**src/rtl/cmd_frame_decoder.sv**
```systemverilog
// -----------------------------------------------------------------------------
// cmd_frame_decoder
//
// Framed host-command decoder for the logic-analyser control path.
// A frame is: SYNC, order byte, ARG_BYTES argument bytes, and an optional
// XOR checksum byte (order ^ all arguments). A good frame updates Order/Data
// and fires one-cycle command pulses. Bad frames (checksum mismatch, SYNC
// inside a frame, inter-byte timeout, or an unknown opcode) pulse FrameErr.
//
// Ports:
//   CLK          system clock, rising edge
//   CLR          synchronous active-high reset
//   DataIn       received byte
//   DataValid    DataIn valid this cycle (one byte per high cycle)
//   Locked       PLL lock
//   Order        order byte of the last good frame
//   Data         arguments of the last good frame, first byte in the MSBs
//   CmdStrobe    pulse: good frame executed
//   ClrAll       pulse: order all-ones (also sets TrigEN)
//   adden        pulse: order 1110xxxx
//   SetInit      pulse for order 1101xxxx, ORed with !Locked
//   TrigEN       level: set by 1100xxxx, cleared by 1011xxxx
//   SetTrigTime  pulse: order 1010xxxx
//   SoftReload   pulse: order 1001xxxx
//   SerPLL       pulse: order 1000xxxx
//   FrameErr     pulse on any frame error
//   Busy         FSM not idle
// -----------------------------------------------------------------------------
module cmd_frame_decoder #(
  parameter int            DW        = 8,
  parameter int            ARG_BYTES = 2,
  parameter logic [DW-1:0] SYNC      = 8'hA5,
  parameter bit            CKSUM_EN  = 1'b1,
  parameter int            TIMEOUT   = 1023
) (
  input  logic                    CLK,
  input  logic                    CLR,
  input  logic [DW-1:0]           DataIn,
  input  logic                    DataValid,
  input  logic                    Locked,
  output logic [DW-1:0]           Order,
  output logic [ARG_BYTES*DW-1:0] Data,
  output logic                    CmdStrobe,
  output logic                    ClrAll,
  output logic                    adden,
  output logic                    SetInit,
  output logic                    TrigEN,
  output logic                    SetTrigTime,
  output logic                    SoftReload,
  output logic                    SerPLL,
  output logic                    FrameErr,
  output logic                    Busy
);

  localparam int AW = (ARG_BYTES > 1) ? $clog2(ARG_BYTES) : 1;
  localparam int TW = $clog2(TIMEOUT + 2);
  localparam logic [AW-1:0] LAST_ARG = AW'(ARG_BYTES - 1);
  localparam logic [TW-1:0] TO_LAST  = TW'((TIMEOUT > 0) ? TIMEOUT - 1 : 0);

  typedef enum logic [2:0] {
    S_IDLE,
    S_ORDER,
    S_ARGS,
    S_CHK,
    S_EXEC
  } state_t;

  state_t r_state, w_state_nxt;

  // Shadow (in-flight) frame
  logic [DW-1:0]           r_sh_order;
  logic [ARG_BYTES*DW-1:0] r_sh_data, w_sh_data_nxt;
  logic [DW-1:0]           r_xor;
  logic [AW-1:0]           r_arg_idx;
  logic [TW-1:0]           r_tcnt;

  // Architectural outputs
  logic [DW-1:0]           r_order;
  logic [ARG_BYTES*DW-1:0] r_data;
  logic r_cmd, r_clrall, r_adden, r_setinit, r_trig, r_settrig, r_softrld, r_serpll, r_ferr;

  // Frame-level events
  logic w_sync, w_in_frame, w_timeout, w_last_arg, w_ck_ok;
  logic w_abort, w_ck_err, w_exec_go;

  // Opcode decode of the shadow order
  logic [3:0] w_op_hi;
  logic w_is_ff, w_op_valid;
  logic w_dec_clrall, w_dec_adden, w_dec_setinit, w_dec_trig_set, w_dec_trig_clr;
  logic w_dec_settrig, w_dec_softrld, w_dec_serpll;

  // Next values of the registered outputs
  logic w_cmd_nxt, w_ferr_nxt, w_trig_nxt;

  assign w_sync     = DataValid && (DataIn == SYNC);
  assign w_in_frame = (r_state == S_ORDER) || (r_state == S_ARGS) || (r_state == S_CHK);
  assign w_last_arg = (r_arg_idx == LAST_ARG);
  assign w_ck_ok    = (DataIn == r_xor);

  // A byte in the expiry cycle wins, hence the !DataValid term.
  assign w_timeout  = (TIMEOUT != 0) && w_in_frame && !DataValid && (r_tcnt == TO_LAST);

  assign w_abort    = w_in_frame && w_sync;
  assign w_ck_err   = (r_state == S_CHK) && DataValid && !w_sync && !w_ck_ok;
  assign w_exec_go  = ((r_state == S_ARGS) && DataValid && !w_sync && w_last_arg && !CKSUM_EN)
                   || ((r_state == S_CHK)  && DataValid && !w_sync && w_ck_ok);

  // ---------------------------------------------------------------------------
  // FSM: state register
  // ---------------------------------------------------------------------------
  always_ff @(posedge CLK) begin
    // NOTE: clocked state uses non-blocking assignments so every register
    // samples pre-edge values; blocking here would create order-dependent races.
    if (CLR) r_state <= S_IDLE;
    else     r_state <= w_state_nxt;
  end

  // ---------------------------------------------------------------------------
  // FSM: next-state logic
  // ---------------------------------------------------------------------------
  always_comb begin
    // NOTE: default first so every path assigns the signal and no latch forms.
    w_state_nxt = r_state;
    unique case (r_state)
      S_IDLE: begin
        if (w_sync) w_state_nxt = S_ORDER;
      end
      S_ORDER: begin
        if (DataValid)      w_state_nxt = w_sync ? S_ORDER : S_ARGS;
        else if (w_timeout) w_state_nxt = S_IDLE;
      end
      S_ARGS: begin
        if (DataValid) begin
          if (w_sync)          w_state_nxt = S_ORDER;
          else if (w_last_arg) w_state_nxt = CKSUM_EN ? S_CHK : S_EXEC;
        end else if (w_timeout) begin
          w_state_nxt = S_IDLE;
        end
      end
      S_CHK: begin
        if (DataValid) begin
          if (w_sync)       w_state_nxt = S_ORDER;
          else if (w_ck_ok) w_state_nxt = S_EXEC;
          else              w_state_nxt = S_IDLE;
        end else if (w_timeout) begin
          w_state_nxt = S_IDLE;
        end
      end
      S_EXEC:  w_state_nxt = S_IDLE;
      default: w_state_nxt = S_IDLE;
    endcase
  end

  // ---------------------------------------------------------------------------
  // FSM: output logic (next values for the registered outputs)
  // ---------------------------------------------------------------------------
  assign w_op_hi = r_sh_order[DW-1 -: 4];
  assign w_is_ff = &r_sh_order;

  always_comb begin
    w_dec_clrall   = 1'b0;
    w_dec_adden    = 1'b0;
    w_dec_setinit  = 1'b0;
    w_dec_trig_set = 1'b0;
    w_dec_trig_clr = 1'b0;
    w_dec_settrig  = 1'b0;
    w_dec_softrld  = 1'b0;
    w_dec_serpll   = 1'b0;
    case (w_op_hi)
      4'hF:    w_dec_clrall   = w_is_ff;  // other 1111xxxx codes are illegal
      4'hE:    w_dec_adden    = 1'b1;
      4'hD:    w_dec_setinit  = 1'b1;
      4'hC:    w_dec_trig_set = 1'b1;
      4'hB:    w_dec_trig_clr = 1'b1;
      4'hA:    w_dec_settrig  = 1'b1;
      4'h9:    w_dec_softrld  = 1'b1;
      4'h8:    w_dec_serpll   = 1'b1;
      default: ;
    endcase
  end

  assign w_op_valid = w_dec_clrall | w_dec_adden | w_dec_setinit | w_dec_trig_set
                    | w_dec_trig_clr | w_dec_settrig | w_dec_softrld | w_dec_serpll;

  assign w_cmd_nxt  = w_exec_go && w_op_valid;
  assign w_ferr_nxt = w_abort || w_ck_err || w_timeout || (w_exec_go && !w_op_valid);

  always_comb begin
    w_trig_nxt = r_trig;
    if (w_cmd_nxt && (w_dec_clrall || w_dec_trig_set)) w_trig_nxt = 1'b1;
    else if (w_cmd_nxt && w_dec_trig_clr)              w_trig_nxt = 1'b0;
  end

  // Argument slot k lands MSB-first; the executed data is taken from this
  // next-value so a frame without checksum sees its own last byte.
  always_comb begin
    w_sh_data_nxt = r_sh_data;
    if (w_abort) begin
      w_sh_data_nxt = '0;
    end else if ((r_state == S_ARGS) && DataValid) begin
      for (int k = 0; k < ARG_BYTES; k++) begin
        if (r_arg_idx == AW'(k)) w_sh_data_nxt[(ARG_BYTES-1-k)*DW +: DW] = DataIn;
      end
    end
  end

  // ---------------------------------------------------------------------------
  // Datapath and registered outputs
  // ---------------------------------------------------------------------------
  always_ff @(posedge CLK) begin
    if (CLR) begin
      r_sh_order <= '0;
      r_sh_data  <= '0;
      r_xor      <= '0;
      r_arg_idx  <= '0;
      r_tcnt     <= '0;
      r_order    <= '0;
      r_data     <= '0;
      r_cmd      <= 1'b0;
      r_clrall   <= 1'b0;
      r_adden    <= 1'b0;
      r_setinit  <= 1'b0;
      r_trig     <= 1'b1;
      r_settrig  <= 1'b0;
      r_softrld  <= 1'b0;
      r_serpll   <= 1'b0;
      r_ferr     <= 1'b0;
    end else begin
      r_sh_data <= w_sh_data_nxt;

      if (w_abort) begin
        r_sh_order <= '0;
        r_xor      <= '0;
        r_arg_idx  <= '0;
      end else if ((r_state == S_ORDER) && DataValid) begin
        r_sh_order <= DataIn;
        r_xor      <= DataIn;
        r_arg_idx  <= '0;
      end else if ((r_state == S_ARGS) && DataValid) begin
        r_xor <= r_xor ^ DataIn;
        if (!w_last_arg) r_arg_idx <= r_arg_idx + AW'(1);
      end

      // Counts idle cycles inside a frame only.
      if (!w_in_frame || DataValid || w_timeout) r_tcnt <= '0;
      else if (TIMEOUT != 0)                     r_tcnt <= r_tcnt + TW'(1);

      if (w_cmd_nxt) begin
        r_order <= r_sh_order;
        r_data  <= w_sh_data_nxt;
      end

      r_cmd     <= w_cmd_nxt;
      r_clrall  <= w_cmd_nxt && w_dec_clrall;
      r_adden   <= w_cmd_nxt && w_dec_adden;
      r_setinit <= w_cmd_nxt && w_dec_setinit;
      r_settrig <= w_cmd_nxt && w_dec_settrig;
      r_softrld <= w_cmd_nxt && w_dec_softrld;
      r_serpll  <= w_cmd_nxt && w_dec_serpll;
      r_trig    <= w_trig_nxt;
      r_ferr    <= w_ferr_nxt;
    end
  end

  assign Order       = r_order;
  assign Data        = r_data;
  assign CmdStrobe   = r_cmd;
  assign ClrAll      = r_clrall;
  assign adden       = r_adden;
  assign SetInit     = r_setinit | !Locked;
  assign TrigEN      = r_trig;
  assign SetTrigTime = r_settrig;
  assign SoftReload  = r_softrld;
  assign SerPLL      = r_serpll;
  assign FrameErr    = r_ferr;
  assign Busy        = (r_state != S_IDLE);

endmodule

```
**config.mk**
```make
export PLATFORM = sky130hd
export DESIGN_NAME = cmd_frame_decoder
export DESIGN_NICKNAME = d
export VERILOG_FILES = /design/src/rtl/cmd_frame_decoder.sv
export SDC_FILE = /design/constraint.sdc
export NUM_CORES = 1
export LEC_CHECK = 0
export ABC_AREA = 1
export BUFFER_PORTS_ARGS = -buffer_cell sky130_fd_sc_hd__buf_2
export CAP_MARGIN = 20
export CORE_MARGIN = 2
export CORE_UTILIZATION = 52
export CTS_CLUSTER_SIZE = 8
export DETAILED_ROUTE_END_ITERATION = 10
export GPL_TIMING_DRIVEN = 0
export PLACE_DENSITY = 0.78
export SLEW_MARGIN = 20
export SYNTH_ARGS = -nofsm -noshare
export SYNTH_HDL_FRONTEND = slang
export SYNTH_SLANG_ARGS = --single-unit
```
**constraint.sdc**
```tcl
create_clock -name CLK -period 1.3 [get_ports CLK]
set_input_delay 0 -clock CLK [delete_from_list [all_inputs] [get_ports CLK]]
set_output_delay 0 -clock CLK [all_outputs]
set_load 0.005 [all_outputs]
```
Yosys cells after proc, flatten, opt, wreduce, memory -nomap -nowiden
Index checks and enable logic that the tools add are counted.
{"block": "classes", "addsub": 2, "n_eq_ne": 16, "mux": 26, "bitwise_logic": 9, "n_reduce_logical": 43}
{"op": "4-bit == test, second input constant", "count": 8}
{"op": "16-bit 2-to-1 mux", "count": 2}
{"op": "8-bit 2-to-1 mux", "count": 4}
{"op": "3-bit 2-to-1 mux", "count": 9}
{"op": "1-bit logical AND", "count": 20}
{"op": "3-bit one-hot mux with 4 select lines", "count": 1}
{"op": "11-bit by 1-bit adder with 11-bit output, second input constant", "count": 1}
{"op": "11-bit by 10-bit == test with 1-bit output, second input constant", "count": 1}
{"op": "1-bit 2-to-1 mux", "count": 9}
{"op": "8-bit == test", "count": 1}
{"op": "8-bit == test, second input constant", "count": 1}
{"op": "1-bit logical OR", "count": 8}
{"op": "1-bit OR", "count": 8}
{"op": "8-bit AND reduction", "count": 1}
{"op": "8-bit bitwise XOR", "count": 1}
{"op": "3-bit by 2-bit == test with 1-bit output, second input constant", "count": 2}
{"op": "1-bit zero test", "count": 6}
{"op": "2-bit OR reduction", "count": 3}
{"op": "4-bit inequality test, second input constant", "count": 1}
{"op": "3-bit by 1-bit == test with 1-bit output, second input constant", "count": 1}
{"op": "3-bit zero test", "count": 1}
{"op": "3-bit nonzero test", "count": 1}
{"op": "3-bit OR reduction", "count": 1}
{"op": "2-bit 2-to-1 mux", "count": 1}
{"op": "4 further kinds", "count": 4}
{"block": "totals", "regBits": 80, "input_bits": 12, "out_inout_bits": 34, "wordCells": 113}

Logic depth before layout (Yosys ltp)
{"block": "depth", "word_depth": 12, "ltp_mapped": 12, "depth_no_buf": 11}

Worst setup path before layout
OpenSTA, ideal clock, no wires.
{"block": "synth_path", "path_type": "register -> register", "start": "reg r_state[1]", "end": "reg r_xor[4]", "setup_ps": 122, "arrival_time_ps": 1213, "required_ps": 1178, "path_slack_ps": -34, "path_stages_with_launch": 7, "n_path_buf": 1, "period_less_slack_ps": 1334, "cell_sequence": "dfxtp_1 > nor2_1 > nor2_1 > nand4_4 > nand2_1 > buf_2 > a31oi_1"}
{"block": "synth_via", "elab_chain_len": 5, "elab_cells_between_ends": 11, "cone_classes": "3 x eq/ne; 1 x mux; 7 x reduce/logical"}
{"element": "start: declaration", "line": "68", "source": "state_t r_state, w_state_nxt;"}
{"element": "start signal: assignment", "line": "115", "source": "else r_state <= w_state_nxt;"}
{"element": "3-bit by 1-bit == test with 1-bit output / 3-bit by 2-bit == test with 1-bit output (equally long branches)", "line": "96, 235, 239"}
{"element": "1-bit logical OR (2 in a row)", "line": "96", "source": "assign w_in_frame = (r_state == S_ORDER) || (r_state == S_ARGS) || (r_state == S_CHK);"}
{"element": "1-bit logical AND", "line": "103", "source": "assign w_abort = w_in_frame && w_sync;"}
{"element": "2-bit OR reduction (no line)"}
{"element": "end signal: assignment", "line": "237", "source": "r_xor <= DataIn;"}
{"element": "end signal: assignment", "line": "240", "source": "r_xor <= r_xor ^ DataIn;"}
{"element": "end: declaration", "line": "73", "source": "logic [DW-1:0] r_xor;"}
Parallel ways exist; a longest one is shown, timed or not.
A chain may end at the register's enable or synchronous reset.

Final worst setup path
{"block": "layout_path", "start": "reg r_xor[4]", "end": "reg r_serpll (netlist: SerPLL)"}
{"block": "layout_via", "elab_chain_len": 4}
{"element": "8-bit == test", "line": "98", "source": "assign w_ck_ok = (DataIn == r_xor);"}
{"element": "1-bit logical AND", "line": "106", "source": "|| ((r_state == S_CHK) && DataValid && !w_sync && w_ck_ok);"}
{"element": "1-bit logical AND", "line": "185", "source": "assign w_cmd_nxt = w_exec_go && w_op_valid;"}
{"element": "1-bit logical AND", "line": "259", "source": "r_serpll <= w_cmd_nxt && w_dec_serpll;"}
{"element": "end signal: assignment", "line": "259"}
{"element": "end: declaration", "line": "80", "source": "logic r_cmd, r_clrall, r_adden, r_setinit, r_trig, r_settrig, r_softrld, r_serpll, r_ferr;"}
No other way between the ends.

==> results.toml <==
[power_and_ir_drop]
total_power_mw = 4.73
powerDensity_nw_per_um2 = 885
p_leak_nw = 2.30
ir_drop_v = 0.000576

[synthesis]
synth-simple-area-share_pct = 37.9
yosysUniqueCellTypes = 28
synth_top_family_by_area = "simple AND/OR/NAND/NOR gates"
syn_area_per_cell_um2 = 6.66
async_reset_ff_share_pct = 0
ys_warn_count = 0
synth-compound-area-share_pct = 9.62
synthMuxAreaShare_pct = 0
synthAdderAreaFrac_pct = 0.672
synth_nets = 573
ys.flop_type = "dfxtp_1"
ys_ff_latch = 80
yosysSeqAreaShare_pct = 43.0
synthXorXnorAreaFrac_pct = 0
synth.cell_area_um2 = 3720
synth_edf_count = 0
synthCells = 559

[worst_setup_path]
end_kind = "register"
required_ns = 1.59
worstPathMaxFanout = 5
crit_arrival_ns = 1.90
cp-start-kind = "register"
crit_type = "register to register"

[route]
drc = 0
routed-via-count = 4513
ant_nets = 0
dr.pass1.iters = 6
drt-initial-drc-count = 620
routed_via_density = 5.95
drt-total-wl_um = 13900
wl_per_cell_um = 18.3

[global_routing]
grt_pass1_vias = 3940
grt_start_max_net_pins = 14
grt_usage_pct = 30.6
antenna_found_initial = 0
grt_pass1_wl_um = 18300
grt_overflow_total = 0

[finish]
nNetsFinal = 671
final_cell_mix = "nand2_1 (153), dfxtp_1 (62), buf_2 (46)"
area_delta_synth_final_pct = 43.6
fillers = 422
final_common_cell = "nand2_1"
layout-drive-gt1-share_pct = 40.3
fin_cells = 758
diodes = 0

[die]
initial_utilization_pct = 54.2
fp.dieH_um = 88.6
die_w_um = 88.6
io_pins = 46
die-area_um2 = 7850
rows = 30
core_um2 = 6870

[timing]
finalHoldViolations = 0
min_period_over_period_pct = 124
clock.fmax_ghz = 0.622
setup_ws_ns = -0.309
drv_slew = 0
skew_ns = 0.0176
rsz0062_at_grt = "yes"
tightest_slew_ns = 0.644
slew_headroom_pct = 57.1
post-route-min-period_ns = 1.61
setup_viol = 74

[place]
placed_cells = 699
place_congestion = 0.930
port_buffers = 44
hpwl_um = 6840

[clock_network]
htreeDepth = 3
clk_pin_slew_ns = 0.10
clockRootBuffer = "clkbuf_8"
insertion_delay_ns = 0.38
clock_path_buffers = 2
cts_buffers = 9
cts_num_sinks = 80
cts_tree = "built"

[flow_run]
max-cap-violations = 0

[status]
status = "finished with violations"
violations = "setup timing"

[worst_hold_path]
hold_class = "primary input to register"
state kept, by name (all words and copies together), names as in the netlist, 3 cells and up:
signal,cells
r_xor,8
Data,16
r_sh_data,16
r_sh_order,8
r_tcnt,11
r_state,3
Order,8
report_power, final:
| group | switching, mW | internal [mW] |
|---|---|---|
| registers | 0.000611 | 2.43 |
| logic | 0.160 | 0.0669 |
| clock network | 0.987 | 1.08 |
what timing repair did:
item	CTS	global route
setup endpoints to repair	80	80
gates cloned	4	2
hold endpoints to repair	6	1
gates resized for setup	98	136
buffers inserted	18	17
pin swaps	26	47
hold buffers	3	1
cell families after synthesis:
kind of cell / count (synthesis)
buffers and inverters: 78
flip-flops: 80
AND/OR/NAND/NOR: 333
adder cells (fa/ha/maj): 2
AO/OA/AOI/OAI: 66
cell usage after synthesis (2+ instances only):
master,n,share of area (%)
nand2_1,195,20
dfxtp_1,80,43
o21a_1,2,0.40
buf_4,2,0.40
ha_1,2,0.67
nor2_4,3,0.91
nor2_1,73,7.4
o21bai_1,2,0.40
buf_6,2,0.61
inv_1,52,5.2
nor2_2,5,0.84
nand4_1,7,1.2
inv_2,5,0.50
nand3_1,40,5.4
a21oi_1,19,2.6
nor3_1,3,0.40
buf_2,9,1.2
o21ai_0,30,4.0
nor3b_1,2,0.40
a31oi_1,8,1.3
clkbuf_1,8,0.81
o22ai_1,4,0.67
worst paths after layout:
path              from             to  slack, ns  cells after the start
max           r_xor[4]         SerPLL      -0.31                     10
min          DataIn[2]  r_sh_order[2]       0.03                      3
max reg2reg   r_xor[4]         SerPLL      -0.31                     10
min reg2reg   Order[3]       Order[3]       0.47                      2
worst max-delay path: stages (launching register included):
cell and delay [ns]:
dfxtp_2 0.35, inv_1 0.07, nand2_1 0.08, nand2_1 0.11, nand2_2 0.08, nor2_1 0.09
nand2_1 0.09, nor2_4 0.20, buf_6 0.18, nand4_1 0.13, nor2_1 0.15
stage by stage:
step	hold slack (ns)	cell area, µm²	util, %	setup TNS (ns)	setup WS (ns)
floorplan	0.0454	3730	-	-0.00432	-0.000720
global placement	0.225	4070	59.3	-10.52	-0.242
detailed placement	0.248	4070	59.3	-13.83	-0.285
CTS	-0.0891	4770	69.4	-5.35	-0.193
global route	0.0355	5340	77.8	-15.99	-0.369
finish	0.0254	5340	77.8	-13.19	-0.309
routing by layer:
| layer | track usage [%] | wire length, µm |
|---|---|---|
| met1 | 36.9 | 5070 |
| met2 | 51.2 | 6430 |
| met3 | 6.44 | 1400 |
| met4 | 16.3 | 978 |
| met5 | 0 | 0 |
final cells by class:
type	instances	area, µm²	area share, %
clock buffers	11	131	2.46
repair buffers	87	664	12.4
flip-flops and latches	80	1640	30.7
inverters	57	226	4.24
clock inverters	5	81.3	1.52
plain buffers	21	178	3.32
multi-input cells	401	2300	43.1
well taps	96	120	2.25
Note: power is estimated with default switching activity, not from simulation.
